==> src/rtl/mutation_sweep.sv <==
// Mutation-coverage sweep sequencer: steps the mutant select through 1..NUM_MUTS,
// resets and runs the reference/mutant miter, and reports killed/survived per mutant.
module mutation_sweep #(
   parameter int MUT_W      = 8,
   parameter int NUM_MUTS   = 16,
   parameter int RST_CYCLES = 4,
   parameter int RUN_CYCLES = 1000,
   parameter int CNT_W      = 16
) (
   input  logic             clk,
   input  logic             reset,
   input  logic             start,
   output logic             busy,
   output logic             done,
   output logic [MUT_W-1:0] mutsel,
   output logic             core_resetn,
   input  logic             mismatch,
   input  logic             ref_trap,
   output logic             result_valid,
   input  logic             result_ready,
   output logic [MUT_W-1:0] result_idx,
   output logic             result_killed,
   output logic [CNT_W-1:0] result_cycle,
   output logic [MUT_W:0]   killed_count
);

   localparam int RST_W = (RST_CYCLES > 1) ? $clog2(RST_CYCLES) : 1;

   localparam logic [MUT_W-1:0] LAST_MUT = MUT_W'(NUM_MUTS);
   localparam logic [MUT_W-1:0] MUT_ONE  = MUT_W'(1);
   localparam logic [CNT_W-1:0] RUN_LAST = CNT_W'(RUN_CYCLES - 1);
   localparam logic [CNT_W-1:0] CNT_ONE  = CNT_W'(1);
   localparam logic [RST_W-1:0] RST_LAST = RST_W'(RST_CYCLES - 1);
   localparam logic [RST_W-1:0] RST_ONE  = RST_W'(1);
   localparam logic [MUT_W:0]   KC_ONE   = {{MUT_W{1'b0}}, 1'b1};
   localparam logic [MUT_W:0]   KC_MAX   = {(MUT_W+1){1'b1}};

   typedef enum logic [2:0] {
      S_IDLE   = 3'd0,
      S_RESET  = 3'd1,
      S_RUN    = 3'd2,
      S_REPORT = 3'd3,
      S_DONE   = 3'd4
   } state_t;

   state_t           state;
   logic [RST_W-1:0] rst_cnt;
   logic [CNT_W-1:0] run_cnt;

   // Sweep sequencer; every output is a register updated on the state transitions.
   always_ff @(posedge clk or posedge reset) begin
      if (reset) begin
         state         <= S_IDLE;
         rst_cnt       <= '0;
         run_cnt       <= '0;
         busy          <= 1'b0;
         done          <= 1'b0;
         mutsel        <= '0;
         core_resetn   <= 1'b0;
         result_valid  <= 1'b0;
         result_idx    <= '0;
         result_killed <= 1'b0;
         result_cycle  <= '0;
         killed_count  <= '0;
      end else begin
         case (state)
            S_IDLE, S_DONE: begin
               if (start) begin
                  state        <= S_RESET;
                  mutsel       <= MUT_ONE;
                  killed_count <= '0;
                  done         <= 1'b0;
                  busy         <= 1'b1;
                  rst_cnt      <= '0;
               end
            end
            S_RESET: begin
               if (rst_cnt == RST_LAST) begin
                  state       <= S_RUN;
                  core_resetn <= 1'b1;
                  run_cnt     <= '0;
               end else begin
                  rst_cnt <= rst_cnt + RST_ONE;
               end
            end
            S_RUN: begin
               run_cnt <= run_cnt + CNT_ONE;
               // A divergence outranks a trap or timeout seen in the same cycle.
               if (mismatch) begin
                  state         <= S_REPORT;
                  core_resetn   <= 1'b0;
                  result_valid  <= 1'b1;
                  result_idx    <= mutsel;
                  result_killed <= 1'b1;
                  result_cycle  <= run_cnt;
                  if (killed_count != KC_MAX) begin
                     killed_count <= killed_count + KC_ONE;
                  end
               end else if (ref_trap || (run_cnt == RUN_LAST)) begin
                  state         <= S_REPORT;
                  core_resetn   <= 1'b0;
                  result_valid  <= 1'b1;
                  result_idx    <= mutsel;
                  result_killed <= 1'b0;
                  result_cycle  <= '0;
               end
            end
            S_REPORT: begin
               if (result_ready) begin
                  result_valid <= 1'b0;
                  if (mutsel == LAST_MUT) begin
                     state  <= S_DONE;
                     mutsel <= '0;
                     busy   <= 1'b0;
                     done   <= 1'b1;
                  end else begin
                     state   <= S_RESET;
                     mutsel  <= mutsel + MUT_ONE;
                     rst_cnt <= '0;
                  end
               end
            end
            default: begin
               state        <= S_IDLE;
               busy         <= 1'b0;
               done         <= 1'b0;
               core_resetn  <= 1'b0;
               result_valid <= 1'b0;
            end
         endcase
      end
   end

endmodule

==> config.mk <==
export PLATFORM = sky130hd
export DESIGN_NAME = mutation_sweep
export DESIGN_NICKNAME = d
export VERILOG_FILES = /design/src/rtl/mutation_sweep.sv
export SDC_FILE = /design/constraint.sdc
export NUM_CORES = 1
export LEC_CHECK = 0
export CORE_MARGIN = 5
export CORE_UTILIZATION = 40
export CTS_BUF_LIST = sky130_fd_sc_hd__clkbuf_8
export DETAILED_ROUTE_END_ITERATION = 6
export GPL_ROUTABILITY_DRIVEN = 0
export PLACE_DENSITY = 0.67
export SLEW_MARGIN = 30
export SYNTH_ARGS = -nofsm -noshare
export SYNTH_HDL_FRONTEND = slang
export SYNTH_SLANG_ARGS = --single-unit
==> constraint.sdc <==
create_clock -name clk -period 1.9 [get_ports clk]
set_input_delay 0.38 -clock clk [delete_from_list [all_inputs] [get_ports clk]]
set_output_delay 0.38 -clock clk [all_outputs]
set_load 0.02 [all_outputs]
After elaboration in Yosys (flattened, before gate mapping):

Index checks and enable logic that the tools add are counted.

* bitwise logic cells: 3
* reduce and logical (&&, ||, !) cells: 20
* mux-type cells: 43
* multipliers: 0
* magnitude comparators: 0
* shift operators: 0
* $add $sub $neg: 4
* div/mod/pow operators: 0
* equality and inequality tests: 17

Operators by type and width (count)
* 2-to-1 mux 16 bit: 3
* 2-to-1 mux 8 bit: 5
* case mux 16 bit (2 select lines): 1
* 2-to-1 mux 9 bit: 3
* 2-to-1 mux 3 bit: 6
* case mux 9 bit (2 select lines): 1
* adder 16 x 1 -> 16 bit, second input constant: 1
* == test 16 x 10 -> 1 bit, second input constant: 1
* != test 2 bit, second input constant: 8
* case mux 8 bit (2 select lines): 1
* 2-to-1 mux 1 bit: 13
* case mux 1 bit (3 select lines): 4
* case mux 3 bit (4 select lines): 1
* AND reduction 4 bit: 3
* adder 9 x 1 -> 9 bit, second input constant: 1
* != test 9 bit, second input constant: 1
* AND reduction 3 bit: 3
* adder 8 x 1 -> 8 bit, second input constant: 1
* == test 8 x 5 -> 1 bit, second input constant: 1
* 2-to-1 mux 2 bit: 4
* nonzero test 2 bit: 4
* == test 3 x 2 -> 1 bit, second input constant: 2
* case mux 2 bit (3 select lines): 1
* OR reduction 3 bit: 2
* 12 further kinds: 16

* input bits: 6
* memories: 0
* bits in latches: 0
* memory bits (writable): 0
* register bits after elaboration: 67
* memory bits (read-only): 0

Logic depth before layout (Yosys ltp):

Gate-level depths: netlist (run 1).

* depth after elaboration: 5
* mapped depth: 9
* gate-level depth less buffers: 8

Worst setup path before layout (run 1):

OpenSTA, ideal clock, no wires.

* path kind: reg-to-reg
* start point: register run_cnt[0]
* end point: register result_idx[0]
* required time: 1.775 ns
* path slack: -0.171 ns
* stages on the path, launching flop included: 8
* arrival time: 1.947 ns
* buffers on the path: 2
* cells stage by stage: dfrtp_1 ha_1 and3_1 nand4_1 a21o_1 clkbuf_1 clkbuf_1 mux2_2

* cells in the longest elaborated chain, start to end: 4

Ends and longest elaborated chain
* from (decl): line 48 `logic [CNT_W-1:0] run_cnt;`
* from (signal assigned): line 87 `run_cnt <= run_cnt + CNT_ONE;`
* == test 16 x 10 -> 1 bit: line 99 `end else if (ref_trap || (run_cnt == RUN_LAST)) begin`
* logical OR 1 bit: line 99
* nonzero test 2 bit (no source line)
* AND reduction 2 bit (no source line)
* to (signal assigned): line 93 `result_idx <= mutsel;`
* to (signal assigned): line 103 `result_idx <= mutsel;`
* to (decl): line 21 `output logic [MUT_W-1:0] result_idx,`

No other way between the ends.
A chain may end at the register's enable or synchronous reset.

Final worst setup path (run 1):

* start point: register killed_count[1]
* end point: register killed_count[7]

* cells in the longest elaborated chain, start to end: 4

Ends and longest elaborated chain
* from (decl): line 24 `output logic [MUT_W:0] killed_count`
* from (signal assigned): line 97 `killed_count <= killed_count + KC_ONE;`
* adder 9 x 1 -> 9 bit: line 97
* 2-to-1 mux 9 bit: line 96 `if (killed_count != KC_MAX) begin`
* 2-to-1 mux 9 bit: line 89 `if (mismatch) begin`
* case mux 9 bit (2 select lines): line 66 `case (state)`

Several ways; a longest one is shown, not always the timed one. The select of a mux whose other input is x is not followed.

==> results of run 1 <==
per-stage QoR:
| step | total power [mW] | std cells | util, % | hold WS [ns] |
|---|---|---|---|---|
| after floorplan | 2.693 | 305 | - | 0.4670 |
| after global placement | 3.387 | 497 | 54.24 | 0.4702 |
| after detailed placement | 3.419 | 497 | 54.24 | 0.4680 |
| after CTS | 4.609 | 513 | 57.51 | 0.4801 |
| after global routing | 4.876 | 515 | 58.55 | 0.5105 |
| final | 4.567 | 515 | 58.55 | 0.4671 |
worst paths after layout:
path,startpoint,cells past startpoint,end
max in group asynchronous,reset,3,killed_count[1]
min in group clk,result_killed,1,result_killed
hold / removal,reset,3,result_cycle[13]
setup / recovery,killed_count[1],8,killed_count[7]
setup reg to reg,killed_count[1],8,killed_count[7]
hold reg to reg,result_killed,1,result_killed
routing by layer:
layer	routed length, um	GRT usage (%)	vias up
li1	-	-	1343
met2	3937	27.63	58
met5	0	0	-
met3	314	4.278	11
met1	3669	22.68	1348
met4	112	5.462	0
report_power, final:
group	internal, mW	leakage, nW	total, mW	switching, mW
clock	0.618	0.0992	1.14	0.520
combinational	0.772	1.12	1.67	0.902
sequential	1.63	0.907	1.76	0.121
total	3.02	2.13	4.57	1.54
cell type report:
cell class,instances,area share [%]
Clock buffer,10,3.026
Clock inverter,4,0.9629
Inverter,9,0.8253
Multi-Input combinational cell,212,33.81
Sequential cell,67,36.92
Tap cell,102,2.806
Timing Repair Buffer,111,21.65
cells in the mapped netlist (3+ instances only):
cell                         n
sky130_fd_sc_hd__a21o_1      5
sky130_fd_sc_hd__a21oi_1    12
sky130_fd_sc_hd__a22o_1     19
sky130_fd_sc_hd__and2_1      3
sky130_fd_sc_hd__and3_1      5
sky130_fd_sc_hd__and4_1      3
sky130_fd_sc_hd__clkbuf_1   14
sky130_fd_sc_hd__dfrtp_1    67
sky130_fd_sc_hd__ha_1        6
sky130_fd_sc_hd__inv_1       9
sky130_fd_sc_hd__mux2_2      9
sky130_fd_sc_hd__mux2i_1     6
sky130_fd_sc_hd__nand2_1    34
sky130_fd_sc_hd__nand2b_1    4
sky130_fd_sc_hd__nand3_1    11
sky130_fd_sc_hd__nand4_1     6
sky130_fd_sc_hd__nand4bb_1   3
sky130_fd_sc_hd__nor2_1     13
sky130_fd_sc_hd__nor3_1      4
sky130_fd_sc_hd__o211ai_1    6
sky130_fd_sc_hd__o21ai_0    17
sky130_fd_sc_hd__o22ai_1     3
sky130_fd_sc_hd__o31ai_1     8
sky130_fd_sc_hd__or4_1       7
state kept, by name (all words and copies together) (netlist names):
register       cells
mutsel             8
result_valid       1
result_idx         8
busy               1
result_cycle      16
state              3
killed_count       9
core_resetn        1
rst_cnt            2
run_cnt           16
done               1
result_killed      1
worst max-delay path, cell delays in order (launching register included):
cell	delay [ns]
sky130_fd_sc_hd__dfrtp_2	0.43
sky130_fd_sc_hd__ha_4	0.17
sky130_fd_sc_hd__nand3_2	0.07
sky130_fd_sc_hd__nor2_2	0.03
sky130_fd_sc_hd__ha_2	0.16
sky130_fd_sc_hd__nand4bb_4	0.20
sky130_fd_sc_hd__a21o_4	0.25
sky130_fd_sc_hd__or4_1	0.46
sky130_fd_sc_hd__a21oi_1	0.15
cell families after synthesis:
| kind of cell | Yosys count |
|---|---|
| compound gates | 80 |
| fa+ha+maj | 6 |
| flops | 67 |
| mux | 15 |
| buf+inv | 26 |
| simple gates | 109 |
| xor+xnor | 2 |
layout by cell type (no fill, tap or decap), drive strengths merged, types with 6 or more instances in the layout:
| master | n |
|---|---|
| a21oi | 12 |
| a22o | 19 |
| buf | 60 |
| clkbuf | 10 |
| clkdlybuf4s50 | 48 |
| dfrtp | 67 |
| ha | 6 |
| inv | 9 |
| mux2 | 9 |
| mux2i | 6 |
| nand2 | 34 |
| nand3 | 11 |
| nand4 | 6 |
| nor2 | 13 |
| o211ai | 6 |
| o21ai | 17 |
| o31ai | 8 |
| or4 | 8 |
timing repair:
item,4_1_cts,5_1_grt
gates resized for setup,10,16
pin swaps,9,9
setup endpoints to repair,29,30
buffers inserted,2,2
==> impl_results.md, run 1 <==
* Total number of yosys warnings at 0
* Share of synthesized flip-flops with an asynchronous set or reset at 100.0%
* Starting density of the core at 41.27%
* Die Outline Area at 0.009904 sq mm
* Max-slew violation count at 0
* IO buf count at 51
* Synthesized area divided by synthesized cell count at 10.51 sq um
* Register Area at 0.001679 sq mm
* Post-route setup slack at -0.07475 ns
* Pre-CTS worst setup slack at -0.1792 ns
* # hold bufs at CTS at 0
* Placement Rows at 32
* Actual slew at the worst max-slew pin at 0.3853 ns
* Remaining global-route overflow at 0
* Maximum vdd ir drop at 0.5812 mV
* Clock skew at 0.01514 ns
* Post-route antenna net violation count at 0
* Share of cells above drive strength 1 at 25.91%
* Library cell used as clock root buffer: sky130_fd_sc_hd__clkbuf_8
* Number of distinct library cell variants in the gate-level netlist after synthesis at 48
* Net count after synthesis at 317
* Total wirelength of the detailed-routed design at 8.034 mm
* Antenna violations before repair at 0
* CP endpoint kind: register
* Setup violations, final at 5
* WP data required at 2.17 ns
* Inserted Diodes at 0
* Violations in the final reports: setup timing
* Post-layout instance area at 0.004548 sq mm
* Class of the tightest hold or removal check: in -> async
* Crit share post-route at 103.9%
* Sum of net half-perimeters after detailed placement at 5.692 mm
* Sum of negative setup slack at -0.2435 ns
* Synth Register Bits at 67
* Fillers at 696
* Global-route wire length before repair at 13.72 mm
* TritonCTS Buffers at 9
* Via count of the first global-routing pass at 2,833
* Height of the die at 99.52 um
* GRT Resource Usage Total at 17.13%
* Post-synth EDFFs at 0
* Final-report hold violation count at 0
* Adder-Cell Fraction of Synth Area at 2.342%
* DRC violation count after routing at 0
* Crit Path Class: reg -> reg
* Post-layout net count at 422
* Main synth FF type: sky130_fd_sc_hd__dfrtp_1
* Sequential area share after synthesis at 52.30%
* Area inside the core boundary at 0.007767 sq mm
* Synthesis-to-finish area growth at 41.88%
* Slew margin rel. at 74.22%
* Synthesized-area fraction occupied by xor and xnor cells at 0.5464%
* Fraction of synthesized cell area taken by the top area cell type at 52.30%
* Area fraction in and, or, nand and nor cells after synthesis at 18.85%
* Crit path max fanout at 8
* Fmax at 506.4 MHz
* Max_cap viols at 0
* Placed cell areas at 0.004213 sq mm
* Clock slew seen by the registers of the worst setup and hold paths at 0.07 ns
* Detailed-router iteration count before antenna repair at 4
* Startpoint type of the worst setup path: register
* Width of the die at 99.52 um
* Result of the run: finished with violations
* Total number of vias at 2,760
* Final worst path period need at 1.975 ns
* Violation count after the first detailed-route iteration at 126
* Number of placed I/O pins at 52
* Clock insertion delay at the later pin of the skew report at 0.35 ns
* Deepest clock path buffer count at 2
* Setup slack of the worst register-to-register path at -0.07 ns
* Routed via count divided by cell count at 5.359
* Pwr/cell area at 1004 mW/mm^2
* Number of clock sinks seen by CTS at 67
* Share of cell area taken by muxes after synthesis at 5.035%
* Arrival time at the worst endpoint at 2.25 ns
* Total number of H-tree levels at 3
* Largest net degree at the start of global routing at 68
* Cell types with the largest area share after synthesis: sky130_fd_sc_hd__dfrtp_1, sky130_fd_sc_hd__a22o_1, sky130_fd_sc_hd__nand2_1
* Area used by multi-input combinational logic at 0.001538 sq mm
* Share of the synthesized area in compound gates (AO/OA/AOI/OAI) at 17.29%
* Avg WL per Cell at 15.60 um
* Largest family of logic cells by synthesized area: simple AND/OR/NAND/NOR gates
* Static leakage at 2.130 nW
* Yosys top cell by area: sky130_fd_sc_hd__dfrtp_1
* Setup repair after global routing missed its margin: yes
* TritonCTS clock tree: done
* Synthesized cell area at 0.003206 sq mm
* Gate Count Post-Synth at 305
No activity file was read; power rests on OpenSTA's default activity.
==> run 2, diff against run 1 <==
--- a/config.mk
+++ b/config.mk
@@ -11,6 +11,7 @@
 export DETAILED_ROUTE_END_ITERATION = 6
 export GPL_ROUTABILITY_DRIVEN = 0
 export PLACE_DENSITY = 0.67
+export SKIP_CTS_REPAIR_TIMING = 1
 export SLEW_MARGIN = 30
 export SYNTH_ARGS = -nofsm -noshare
 export SYNTH_HDL_FRONTEND = slang
==> constraint.sdc (replaced) <==
create_clock -name clk -period 1.9 [get_ports clk]
set_input_delay 0.57 -clock clk [delete_from_list [all_inputs] [get_ports clk]]
set_output_delay 0.57 -clock clk [all_outputs]
set_load 0.02 [all_outputs]
==> run 2 against run 1 <==
  * Sequential share of layout area decreased by 0.83 points
  * Final area grew 2.3%
  * Wire length rose by 1.7%
  * Core utilization grew 1.4 points
  * The run still ends with setup timing left
  * Fmax decreased by 2.5%
  * Clock skew down 0.0082 ns
  * Worst hold slack gained 0.014 ns
  * Worst setup slack got worse by 0.050 ns
==> impl_results.md, run 2 (synthesis gave the netlist of run 1 again) <==
* Utilization after layout at 59.91%
* TritonCTS Buffers at 9
* Antenna violations before repair at 0
* Placement Rows at 32
* Placed cell areas at 0.004235 sq mm
* Avg WL per Cell at 15.92 um
* Setup repair after global routing missed its margin: yes
* Static leakage at 2.834 nW
* Sum of net half-perimeters after detailed placement at 5.561 mm
* Library cell used as clock root buffer: sky130_fd_sc_hd__clkbuf_8
* Share of cells above drive strength 1 at 25.55%
* WP data required at 2.18 ns
* Top flop regs: result_cycle (16), run_cnt (16), killed_count (9)
* Remaining global-route overflow at 0
* Highest-count cells in the layout ignoring fill and taps: sky130_fd_sc_hd__dfrtp_1, sky130_fd_sc_hd__buf_4, sky130_fd_sc_hd__dlymetal6s2s_1
* Slew margin rel. at 75.89%
* Min-Delay Startpoint: result_killed
* Crit share post-route at 106.6%
* Class of the tightest hold or removal check: reg -> reg
* Setup violations, final at 7
* Largest net degree at the start of global routing at 68
* Area used by multi-input combinational logic at 0.001531 sq mm
* Post-route setup slack at -0.1252 ns
* Starting density of the core at 41.27%
* Startpoint type of the worst setup path: register
* Final worst path period need at 2.025 ns
* Crit path max fanout at 5
* GRT Resource Usage Total at 16.67%
* Number of clock sinks seen by CTS at 67
* Maximum vdd ir drop at 0.6274 mV
* Crit Path Class: reg -> reg
* Worst setup path start: killed_count[1]
* Result of the run: finished with violations
* Fillers at 672
* Register Area at 0.001679 sq mm
* TritonCTS clock tree: done
* Post-layout instance area at 0.004653 sq mm
* Fmax at 493.8 MHz
* Post-route antenna net violation count at 0
* Via count of the first global-routing pass at 2,725
* Final-layout worst hold slack at 0.4806 ns
* Height of the die at 99.52 um
* Detailed-router iteration count before antenna repair at 4
* Synthesis-to-finish area growth at 45.16%
* Global-route wire length before repair at 13.34 mm
* Post-layout net count at 419
* Pre-CTS worst setup slack at -0.3359 ns
* Actual slew at the worst max-slew pin at 0.3616 ns
* Total number of H-tree levels at 3
* Violation count after the first detailed-route iteration at 76
* Total wirelength of the detailed-routed design at 8.169 mm
* CP endpoint kind: register
* Clock slew seen by the registers of the worst setup and hold paths at 0.07 ns
* PnR Total Power at 4.599 mW
* Final-report hold violation count at 0
* Launch instance of the worst register-to-register path: killed_count[1]
* Max-slew violation count at 0
* Clock skew at 0.006948 ns
* Deepest clock path buffer count at 2
* Inserted Diodes at 0
* Routed via count divided by cell count at 5.345
* Most common cell after layout, fill and taps aside: sky130_fd_sc_hd__dfrtp_1
* Area inside the core boundary at 0.007767 sq mm
* Total number of vias at 2,742
* Violations in the final reports: setup timing
* DRC violation count after routing at 0
* Pwr/cell area at 988.4 mW/mm^2
* Clock insertion delay at the later pin of the skew report at 0.35 ns
* Max_cap viols at 0
* Width of the die at 99.52 um
* Die Outline Area at 0.009904 sq mm
* Number of placed I/O pins at 52
* Arrival time at the worst endpoint at 2.30 ns
* Setup slack of the worst register-to-register path at -0.13 ns
* IO buf count at 51
-- run 2: cell count changes in the layout (fill, tap and decap cells not counted), sizes merged --
cell and change:
clkdlybuf4s50 -41, dlymetal6s2s +41, buf -4, clkinvlp +2, a21o +1, clkbuf -1
-- run 2: final cells by class --
cell class	count	share of cell area, %
Sequential cell	67	36.08
Multi-Input combinational cell	213	32.91
Timing Repair Buffer	107	23.53
Tap cell	102	2.743
Clock buffer	9	2.662
Clock inverter	6	1.264
Inverter	9	0.8067
-- run 2: critical path: stages (launching register included) --
cell and delay (ns):
sky130_fd_sc_hd__dfrtp_2 0.43, sky130_fd_sc_hd__ha_4 0.17, sky130_fd_sc_hd__nand3_2 0.06, sky130_fd_sc_hd__nor2_1 0.04, sky130_fd_sc_hd__ha_2 0.16, sky130_fd_sc_hd__nand4bb_4 0.22
sky130_fd_sc_hd__a21o_4 0.25, sky130_fd_sc_hd__or4_1 0.49, sky130_fd_sc_hd__a21oi_2 0.14
-- run 2: path summary, 6_finish.rpt --
check,end,cells after the start
max,killed_count[7],8
min,result_killed,1
max reg2reg,killed_count[7],8
min reg2reg,result_killed,1
max in group asynchronous,killed_count[0],3
min in group asynchronous,result_cycle[13],3
-- run 2: stage by stage --
stage                     TNS [ns]  cells
after floorplan            -0.4976    305
after global placement      -5.953    495
after detailed placement    -7.254    495
after CTS                   -3.371    510
after global routing        -1.176    513
final                      -0.3977    513
-- run 2: power breakdown --
part	switching, mW	total [mW]	internal, mW
clock	0.551	1.14	0.589
combinational	0.929	1.71	0.781
sequential	0.115	1.75	1.63
total	1.60	4.60	3.00
-- run 2: per-layer routing --
metal	vias to the layer above	part of all wire (%)	track usage [%]
met1	1350	46	21.76
met2	43	49	26.91
li1	1340	-	-
met5	-	0	0
met3	9	3.7	4.628
met4	0	1.2	5.252
